File: src/rtl/hazard_stall_unit_pkg.sv
// Shared decode constants for the hazard stall unit: MIPS opcodes/functs and the
// helpers that turn an opcode into the ID-stage hazard controls.
package hazard_stall_unit_pkg;

  localparam int unsigned REG_W = 5;
  localparam int unsigned OP_W  = 6;

  localparam logic [REG_W-1:0] REG_ZERO = 5'd0;

  localparam logic [OP_W-1:0] OP_RTYPE = 6'h00;
  localparam logic [OP_W-1:0] OP_BEQ   = 6'h04;
  localparam logic [OP_W-1:0] OP_BNE   = 6'h05;
  localparam logic [OP_W-1:0] OP_ADDI  = 6'h08;
  localparam logic [OP_W-1:0] OP_LW    = 6'h23;
  localparam logic [OP_W-1:0] OP_SW    = 6'h2b;

  localparam logic [OP_W-1:0] FUNCT_ADD = 6'h20;
  localparam logic [OP_W-1:0] FUNCT_SUB = 6'h22;

  // rt is a source for R-type, compare-in-ID branches and stores
  function automatic logic dec_uses_rt(input logic [OP_W-1:0] op);
    return (op == OP_RTYPE) || (op == OP_BEQ) || (op == OP_BNE) || (op == OP_SW);
  endfunction

  function automatic logic dec_mem_read(input logic [OP_W-1:0] op);
    return (op == OP_LW);
  endfunction

  function automatic logic dec_branch(input logic [OP_W-1:0] op);
    return (op == OP_BEQ) || (op == OP_BNE);
  endfunction

  function automatic logic dec_reg_write(input logic [OP_W-1:0] op);
    return (op == OP_RTYPE) || (op == OP_LW) || (op == OP_ADDI);
  endfunction

endpackage

File: src/rtl/hazard_shadow_regs.sv
// Shadow copy of the EX and MEM stage destination info, tracking the real
// ID/EX and EX/MEM registers including inserted bubbles.
module hazard_shadow_regs
  import hazard_stall_unit_pkg::*;
(
  input  logic             clk,
  input  logic             rst,
  input  logic             bubble_i,
  input  logic [REG_W-1:0] id_wr_i,
  input  logic             id_memread_i,
  input  logic             id_regwrite_i,
  output logic [REG_W-1:0] ex_rd_o,
  output logic             ex_memread_o,
  output logic             ex_regwrite_o,
  output logic [REG_W-1:0] mem_rd_o,
  output logic             mem_memread_o
);

  logic [REG_W-1:0] ex_rd_q, ex_rd_d, mem_rd_q;
  logic             ex_memread_q, ex_memread_d, mem_memread_q;
  logic             ex_regwrite_q, ex_regwrite_d;

  // A stalled ID instruction does not advance; EX receives a nop instead
  always_comb begin
    ex_rd_d       = id_wr_i;
    ex_memread_d  = id_memread_i;
    ex_regwrite_d = id_regwrite_i;
    if (bubble_i) begin
      ex_rd_d       = REG_ZERO;
      ex_memread_d  = 1'b0;
      ex_regwrite_d = 1'b0;
    end
  end

  // Only MEM-stage loads can still block an ID-stage branch, so only the
  // load flag and destination are carried into MEM
  always_ff @(posedge clk) begin
    if (rst) begin
      ex_rd_q       <= REG_ZERO;
      ex_memread_q  <= 1'b0;
      ex_regwrite_q <= 1'b0;
      mem_rd_q      <= REG_ZERO;
      mem_memread_q <= 1'b0;
    end else begin
      ex_rd_q       <= ex_rd_d;
      ex_memread_q  <= ex_memread_d;
      ex_regwrite_q <= ex_regwrite_d;
      mem_rd_q      <= ex_rd_q;
      mem_memread_q <= ex_memread_q;
    end
  end

  assign ex_rd_o       = ex_rd_q;
  assign ex_memread_o  = ex_memread_q;
  assign ex_regwrite_o = ex_regwrite_q;
  assign mem_rd_o      = mem_rd_q;
  assign mem_memread_o = mem_memread_q;

endmodule

File: src/rtl/hazard_stall_unit.sv
// Stall/flush controller: detects load-use and branch-operand hazards that
// forwarding cannot cover, drives pipeline enables and counts stall cycles.
module hazard_stall_unit
  import hazard_stall_unit_pkg::*;
#(
  parameter int unsigned CNT_W = 16
) (
  input  logic             clk,
  input  logic             rst,
  input  logic [REG_W-1:0] IF_ID_Rs,
  input  logic [REG_W-1:0] IF_ID_Rt,
  input  logic             ID_uses_Rt,
  input  logic             ID_Branch,
  input  logic             ID_BranchTaken,
  input  logic             ID_MemRead,
  input  logic             ID_RegWrite,
  input  logic [REG_W-1:0] ID_WriteReg,
  output logic             PCWrite,
  output logic             IF_ID_Write,
  output logic             ID_EX_Bubble,
  output logic             IF_ID_Flush,
  output logic [CNT_W-1:0] stall_cnt
);

  localparam logic [CNT_W-1:0] CNT_MAX = '1;

  logic [REG_W-1:0] ex_rd, mem_rd;
  logic             ex_memread, ex_regwrite, mem_memread;
  logic             ld_use, br_haz, stall;
  logic [CNT_W-1:0] cnt_q, cnt_d;

  hazard_shadow_regs u_shadow (
    .clk          (clk),
    .rst          (rst),
    .bubble_i     (stall),
    .id_wr_i      (ID_WriteReg),
    .id_memread_i (ID_MemRead),
    .id_regwrite_i(ID_RegWrite),
    .ex_rd_o      (ex_rd),
    .ex_memread_o (ex_memread),
    .ex_regwrite_o(ex_regwrite),
    .mem_rd_o     (mem_rd),
    .mem_memread_o(mem_memread)
  );

  // Register 0 is hardwired and never creates a dependency
  function automatic logic src_match(input logic [REG_W-1:0] r,
                                     input logic [REG_W-1:0] rs,
                                     input logic [REG_W-1:0] rt,
                                     input logic             uses_rt);
    return (r != REG_ZERO) && ((r == rs) || (uses_rt && (r == rt)));
  endfunction

  always_comb begin
    ld_use = ex_memread && src_match(ex_rd, IF_ID_Rs, IF_ID_Rt, ID_uses_Rt);
    br_haz = ID_Branch &&
             ((ex_regwrite && src_match(ex_rd, IF_ID_Rs, IF_ID_Rt, ID_uses_Rt)) ||
              (mem_memread && src_match(mem_rd, IF_ID_Rs, IF_ID_Rt, ID_uses_Rt)));
    stall  = ld_use || br_haz;
  end

  // A stalled branch sees stale operands, so its flush waits for re-evaluation
  always_comb begin
    PCWrite      = 1'b1;
    IF_ID_Write  = 1'b1;
    ID_EX_Bubble = 1'b0;
    IF_ID_Flush  = 1'b0;
    if (!rst) begin
      if (stall) begin
        PCWrite      = 1'b0;
        IF_ID_Write  = 1'b0;
        ID_EX_Bubble = 1'b1;
      end else begin
        IF_ID_Flush  = ID_Branch && ID_BranchTaken;
      end
    end
  end

  always_comb begin
    cnt_d = cnt_q;
    if (stall && (cnt_q != CNT_MAX)) begin
      cnt_d = cnt_q + CNT_W'(1);
    end
  end

  always_ff @(posedge clk) begin
    if (rst) begin
      cnt_q <= '0;
    end else begin
      cnt_q <= cnt_d;
    end
  end

  assign stall_cnt = rst ? '0 : cnt_q;

endmodule

File: config.mk
export PLATFORM = sky130hd
export DESIGN_NAME = hazard_stall_unit
export DESIGN_NICKNAME = d
export VERILOG_FILES = /design/src/rtl/hazard_stall_unit_pkg.sv /design/src/rtl/hazard_shadow_regs.sv /design/src/rtl/hazard_stall_unit.sv
export SDC_FILE = /design/constraint.sdc
export NUM_CORES = 1
export LEC_CHECK = 0
export CORE_MARGIN = 2
export CORE_UTILIZATION = 51
export CTS_CLUSTER_DIAMETER = 40
export DETAILED_ROUTE_END_ITERATION = 10
export GPL_TIMING_DRIVEN = 1
export HOLD_SLACK_MARGIN = 0.05
export PLACE_DENSITY_LB_ADDON = 0.25
export SLEW_MARGIN = 20
export SYNTH_ARGS = -nofsm -noshare
export SYNTH_HDL_FRONTEND = slang
export SYNTH_SLANG_ARGS = --single-unit
File: constraint.sdc
create_clock -name clk -period 5.7 [get_ports clk]
set_clock_uncertainty 0.05 [all_clocks]
set_input_delay 1.71 -clock clk [delete_from_list [all_inputs] [get_ports clk]]
set_output_delay 1.71 -clock clk [all_outputs]
set_load 0.02 [all_outputs]
==> out/results.ini, run 1 <==
[cts]
cts_max_level = 2
clk_latency_ps = 320
cts.repair.resized = 0
cts_sinks = 29
post_cts_buffers = 0
clockBufferDepth = 2
clkSlewWorstSetupHoldPaths_ps = 80
cts_tree = yes
root_buffer = clkbuf_4
cts_buffers = 5
hold_buffers = 0

[layout]
fill_cells = 250
register_area_um2 = 581
diodes = 0
final_common_cell = clkdlybuf4s50_1
utilization_pct = 68.5
multi_input_area_um2 = 936
syn_to_final_growth_pct = 30.8
final_nets = 244
drive_gt1_share_pct = 11.8
layout_common_cells = 41 x clkdlybuf4s50_1, 29 x dfxtp_1, 20 x nor2b_1, 20 x xnor2_1, 19 x nor2_1

[sta]
hold_viol = 0
rsz0062_at_grt = no
whs_ps = 427
slew_viol_final = 0
max_slew_margin_pct = 61.6
fmax_ghz = 0.180
finalSetupViolCount = 0
worst_pin_slew_ps = 574
tns_ps = 0
period_share_pct = 97.6
fin_crit_ps = 5560
layout_setup_ws_ps = 139

[logic_synthesis]
synth_top_area_share_pct = 36.9
syn-instance-count = 178
syn_nets = 201
async_flop_share_pct = 0
ys_warn_count = 0
synthSimpleGateAreaFrac_pct = 32.9
synth_cell_types = 31
yosysTopAreaCell = dfxtp_1
muxShareOfSynthArea_pct = 10.0
synth_top_family_by_area = simple AND/OR/NAND/NOR gates
synth-compound-area-share_pct = 4.61
synth_fa_ha_area_share_pct = 0.796
synth-edff-count = 0
syn-cell-area_um2 = 1570
synth_ff_type = dfxtp_1
syn_area_per_cell_um2 = 8.84
synth_seq_area_share_pct = 36.9
ys_ff_latch = 29
synthXorXnorAreaFrac_pct = 11.1
synthTopCellsByArea = dfxtp_1 37%, xnor2_1 11%, mux2_2 9.3%, nor2b_1 8.0%, nor2_1 4.5%

[power_and_ir_drop]
pwr-share-seq_pct = 55.1
swShare_pct = 23.3
max-vdd-ir-drop_mv = 0.117
combPwrFrac_pct = 13.0
clockPowerShare_pct = 31.8
p_int_w = 0.000295
power.net_switching_w = 0.0000899
p_leak_nw = 0.740
p_per_area_nw_per_um2 = 187

[floorplan]
rows = 20
core_area_um2 = 3000
die_x_um = 59.5
die-height_um = 59.5
io_pins = 42
initial_utilization_pct = 52.4
die-area_um2 = 3540

[critical_path]
worst_setup_path_start_kind = input port
crit_top_cell = clkdlybuf4s50_1
path_class = input port to output port
worst_ep_required_time_ps = 3940
path_cells = clkdlybuf4s50_1 -> xnor2_1 -> nand3_1 -> o22ai_1 -> a22oi_2 -> or2_2 -> inv_1 -> clkdlybuf4s50_1
crit_family = buffers and inverters
slowest_stage = clkdlybuf4s50_1
arrival_ps = 3800
max_stage_delay_ps = 590
critPathBufInv = 3
endpoint_kind = output port
worst-path-max-fanout = 3

[drt]
ant_nets = 0
vias = 1383
firstDrtPassIters = 4
wl_per_cell_um = 13.9
dr_wl_met3_um = 152
drc_errors = 0
top_layer_used = met4
totalWireLength_um = 3530
drt-initial-drc-count = 75
via_per_inst = 5.44
wl_met2_um = 1780
met1_length_um = 1520

[placement]
hpwlAfterDp_um = 2730
pre_cts_slack_ps = 153
numPortBuffers = 41
routabilityCongestion = 0.829

[status]
status = complete, no violations

[global_route]
grt_overflow = 0
antenna_found_initial = 0
grt_pass1_wl_um = 5680
grt_usage_pct = 21.7
grt_pass1_vias = 1367
grt_max_degree = 19

[job]
drv_cap = 0

[min_path]
hold_path.class = flip-flop to flip-flop

==> metrics by stage <==
step,cell area (um2),power (W),cells
2_1_floorplan,1570,0.000243,178
3_3_place_gp,2000,0.000265,247
3_5_place_dp,2000,0.000267,247
4_1_cts,2060,0.000390,254
5_1_grt,2060,0.000403,254
6_report,2060,0.000385,254
==> routing by layer <==
metal,vias to the layer above,global-route usage (%)
li1,700,-
met1,642,23.8
met2,33,39.2
met3,8,6.11
met4,0,8.57
met5,-,0
==> cells by family after synthesis <==
kind of cell / Yosys count
compound gates: 10
xor+xnor: 20
fa+ha+maj: 1
buf+inv: 11
flops: 29
mux: 14
simple gates: 93
==> path summary, 6_finish.rpt <==
kind	start	to	slack (ps)	depth (start not counted)
min	u_shadow.ex_memread_o$_SDFF_PP0_	u_shadow.mem_memread_o$_SDFF_PP0_	430	1
min reg2reg	u_shadow.ex_memread_o$_SDFF_PP0_	u_shadow.mem_memread_o$_SDFF_PP0_	430	1
max reg2reg	u_shadow.ex_rd_o[0]$_SDFF_PP0_	cnt_q[10]$_SDFFE_PP0P_	3560	7
max	IF_ID_Rs[4]	ID_EX_Bubble	140	8
==> cell usage after synthesis (all sizes together) (4+ instances only) <==
cell    instances
dfxtp          29
nor2b          20
xnor2          20
nor2           19
mux2           14
nor3            9
nand2           8
and2            7
nand3           7
nand4           7
buf             4
clkbuf          4
or3             4
==> sequential cells by signal, indices dropped and copies added (netlist names) <==
signal,flops
cnt_q,16
u_shadow.ex_memread_o,1
u_shadow.ex_rd_o,5
u_shadow.ex_regwrite_o,1
u_shadow.mem_memread_o,1
u_shadow.mem_rd_o,5
==> power groups by stage <==
stage,combinational (W),sequential [W],clock (W)
global placement,0.0000483,0.000217,0
floorplan,0.0000272,0.000216,0
global route,0.0000544,0.000213,0.000135
CTS,0.0000504,0.000212,0.000128
finish,0.0000502,0.000212,0.000123
detailed placement,0.0000499,0.000217,0
==> cell type report <==
class	count	share of cell area, %
flip-flops and latches	29	28.2
repair buffers	44	21.0
clock buffers	7	2.68
multi-input cells	138	45.5
well taps	33	2.01
inverters	3	0.547
No activity file was read; power rests on OpenSTA's default activity.
==> inputs of run 2 (changes only) <==
- CORE_MARGIN: 2 -> unset
- CTS_BUF_LIST: unset -> sky130_fd_sc_hd__clkbuf_16
==> run 2 against run 1 <==
  * The flow now finishes with violations (DRC)
  * Critical path depth is the same
  * Sequential power hardly changed
  * Worst setup slack got worse by 26 ps
  * Clock power up 90%
  * Global-route usage grew 2.8 points
  * Fmax fell by 0.47%
  * Worst hold slack gained 1.2 ps
  * Critical path type unchanged
  * Largest cell class unchanged
  * Cell count shrank 1.2%
  * Combinational power about the same
  * Design area grew 3.3%
  * Sequential cell count did not move
  * Utilization rose by 6.6 points
  * Largest power group is now the clock network
==> out/results.ini, run 2 (synthesis results as in run 1) <==
[sta]
fin_crit_ps = 5590  ; +26.2 ps
finalSetupViolCount = 0  ; unchanged
max_slew_margin_pct = 63.0  ; +1.4 points
fmax_ghz = 0.179  ; -0.47%
layout_setup_ws_ps = 113  ; -26.2 ps
slew_viol_final = 0  ; unchanged
tns_ps = 0  ; unchanged
rsz0062_at_grt = no
worst_pin_slew_ps = 553  ; -21.6 ps
period_share_pct = 98.0  ; +0.46 points
hold_viol = 0  ; unchanged

[cts]
hold_buffers = 0  ; unchanged
clockBufferDepth = 2  ; unchanged
post_cts_buffers = 0  ; unchanged
clk_latency_ps = 270  ; -50 ps
cts_buffers = 5  ; unchanged
clkSlewWorstSetupHoldPaths_ps = 50  ; -30 ps
cts_max_level = 2  ; unchanged
cts_sinks = 29  ; unchanged
cts.repair.resized = 0  ; unchanged
root_buffer = clkbuf_16
cts_tree = yes

[floorplan]
die-area_um2 = 3310  ; -6.6%
io_pins = 42  ; unchanged
rows = 19  ; -5.0%
core_area_um2 = 2830  ; -5.8%
die_x_um = 57.5  ; -3.4%
initial_utilization_pct = 55.6  ; +3.2 points
die-height_um = 57.5  ; -3.4%

[layout]
syn_to_final_growth_pct = 35.1
drive_gt1_share_pct = 10.9  ; -0.86 points
final_common_cell = clkdlybuf4s50_1
layout_common_cells = 41 x clkdlybuf4s50_1, 29 x dfxtp_1, 20 x nor2b_1, 20 x xnor2_1, 19 x nor2_1
regMostFlops = cnt_q
largest_register_ffs = 16  ; unchanged
final_nets = 243  ; -0.41%
fill_cells = 199  ; -20%
utilization_pct = 75.1  ; +6.6 points
final_cells = 251  ; -1.2%
diodes = 0  ; unchanged

[global_route]
grt_usage_pct = 24.6  ; +2.8 points
antenna_found_initial = 0  ; unchanged
grt_pass1_vias = 1402  ; +2.6%
grt_max_degree = 39  ; +20
grt_overflow = 0  ; unchanged
grt_pass1_wl_um = 6080  ; +7.0%

[drt]
via_per_inst = 5.52  ; +1.4%
vias = 1386  ; +0.22%
totalWireLength_um = 3580  ; +1.4%
wl_per_cell_um = 14.3  ; +2.7%
drc_errors = 2  ; +2
drt-initial-drc-count = 44  ; -41%
firstDrtPassIters = 7  ; +3
ant_nets = 0  ; unchanged

[placement]
dp.cells = 244  ; -1.2%
pre_cts_slack_ps = 138  ; -15.4 ps
routabilityCongestion = 0.930  ; +12%
numPortBuffers = 41  ; unchanged
hpwlAfterDp_um = 2660  ; -2.7%

[critical_path]
arrival_ps = 3830  ; +30 ps
r2r-start = u_shadow.ex_rd_o[0]$_SDFF_PP0_
crit_top_cell = clkdlybuf4s50_1
worst-path-max-fanout = 3  ; unchanged
timing.rr.end = cnt_q[14]$_SDFFE_PP0P_
slowest_stage = clkdlybuf4s50_1
worst_setup_path_start_kind = input port
crit_family = buffers and inverters
reg2reg_setup_slack_ps = 3520  ; -40 ps
path_class = input port to output port
cp.depth = 8  ; unchanged
path_cells = clkdlybuf4s50_1 -> xnor2_1 -> nand3_1 -> o22ai_1 -> a22oi_2 -> or2_2 -> inv_1 -> clkdlybuf4s50_1
critPathBufInv = 3  ; unchanged
endpoint_kind = output port
r2r_cells = 7  ; unchanged
max_stage_delay_ps = 590  ; about the same
worst_ep_required_time_ps = 3940  ; about the same

[power_and_ir_drop]
max-vdd-ir-drop_mv = 0.235  ; +100%
power_w = 0.000498  ; +29%
p_leak_nw = 0.773  ; +4.4%
p_per_area_nw_per_um2 = 234  ; +25%

[min_path]
whs_path_depth = 1  ; unchanged
min_to = u_shadow.mem_memread_o$_SDFF_PP0_
hold_path.class = flip-flop to flip-flop
min_from = u_shadow.ex_memread_o$_SDFF_PP0_

[job]
drv_cap = 0  ; unchanged

[status]
failed_checks = DRC
status = finished with violations

==> run 2: cell type report <==
class	instances	area, um2	share of cell area, %
tap	31	38.8	1.83
clock buffer	5	125	5.89
timing repair buffer	43	425	20.0
multi-input combinational	138	936	44.1
clock inverter	2	7.51	0.353
inverter	3	11.3	0.530
sequential	29	581	27.3
==> run 2: metal layers <==
metal  GRT usage (%)  wire, um
met1            27.6      1500
met2            42.7      1840
met3            6.35       174
met4            12.5        68
met5               0         0
==> run 2: worst reg2reg max path, stage by stage (launching register included) <==
cell     delay (ps)
dfxtp_1         410
xnor2_1         160
nand4_1         130
o22ai_1         180
a22oi_2         120
buf_4           210
nor4b_1         420
mux2_2          380
==> run 2: how the worst max path moves through the flow <==
stage	endpoint	slack, ps	start
after global placement	ID_EX_Bubble	220	IF_ID_Rs[1]
after CTS	ID_EX_Bubble	120	IF_ID_Rs[1]
after detailed placement	ID_EX_Bubble	140	IF_ID_Rs[4]
final	ID_EX_Bubble	110	IF_ID_Rs[4]
after floorplan	PCWrite	1070	IF_ID_Rs[4]
after global routing	ID_EX_Bubble	30	IF_ID_Rs[1]
==> run 2: where the power goes <==
group | leakage, nW | switching, W | internal, W
registers | 0.236 | 0.00000538 | 0.000208
logic | 0.468 | 0.0000208 | 0.0000295
clock network | 0.0685 | 0.0000788 | 0.000155
total | 0.773 | 0.000105 | 0.000393
==> run 2: through the flow <==
step,cell area [um2],hold WS [ps]
4_1_cts,2120,432
3_3_place_gp,1990,404
2_1_floorplan,1570,389
6_report,2120,428
5_1_grt,2120,441
3_5_place_dp,1990,424
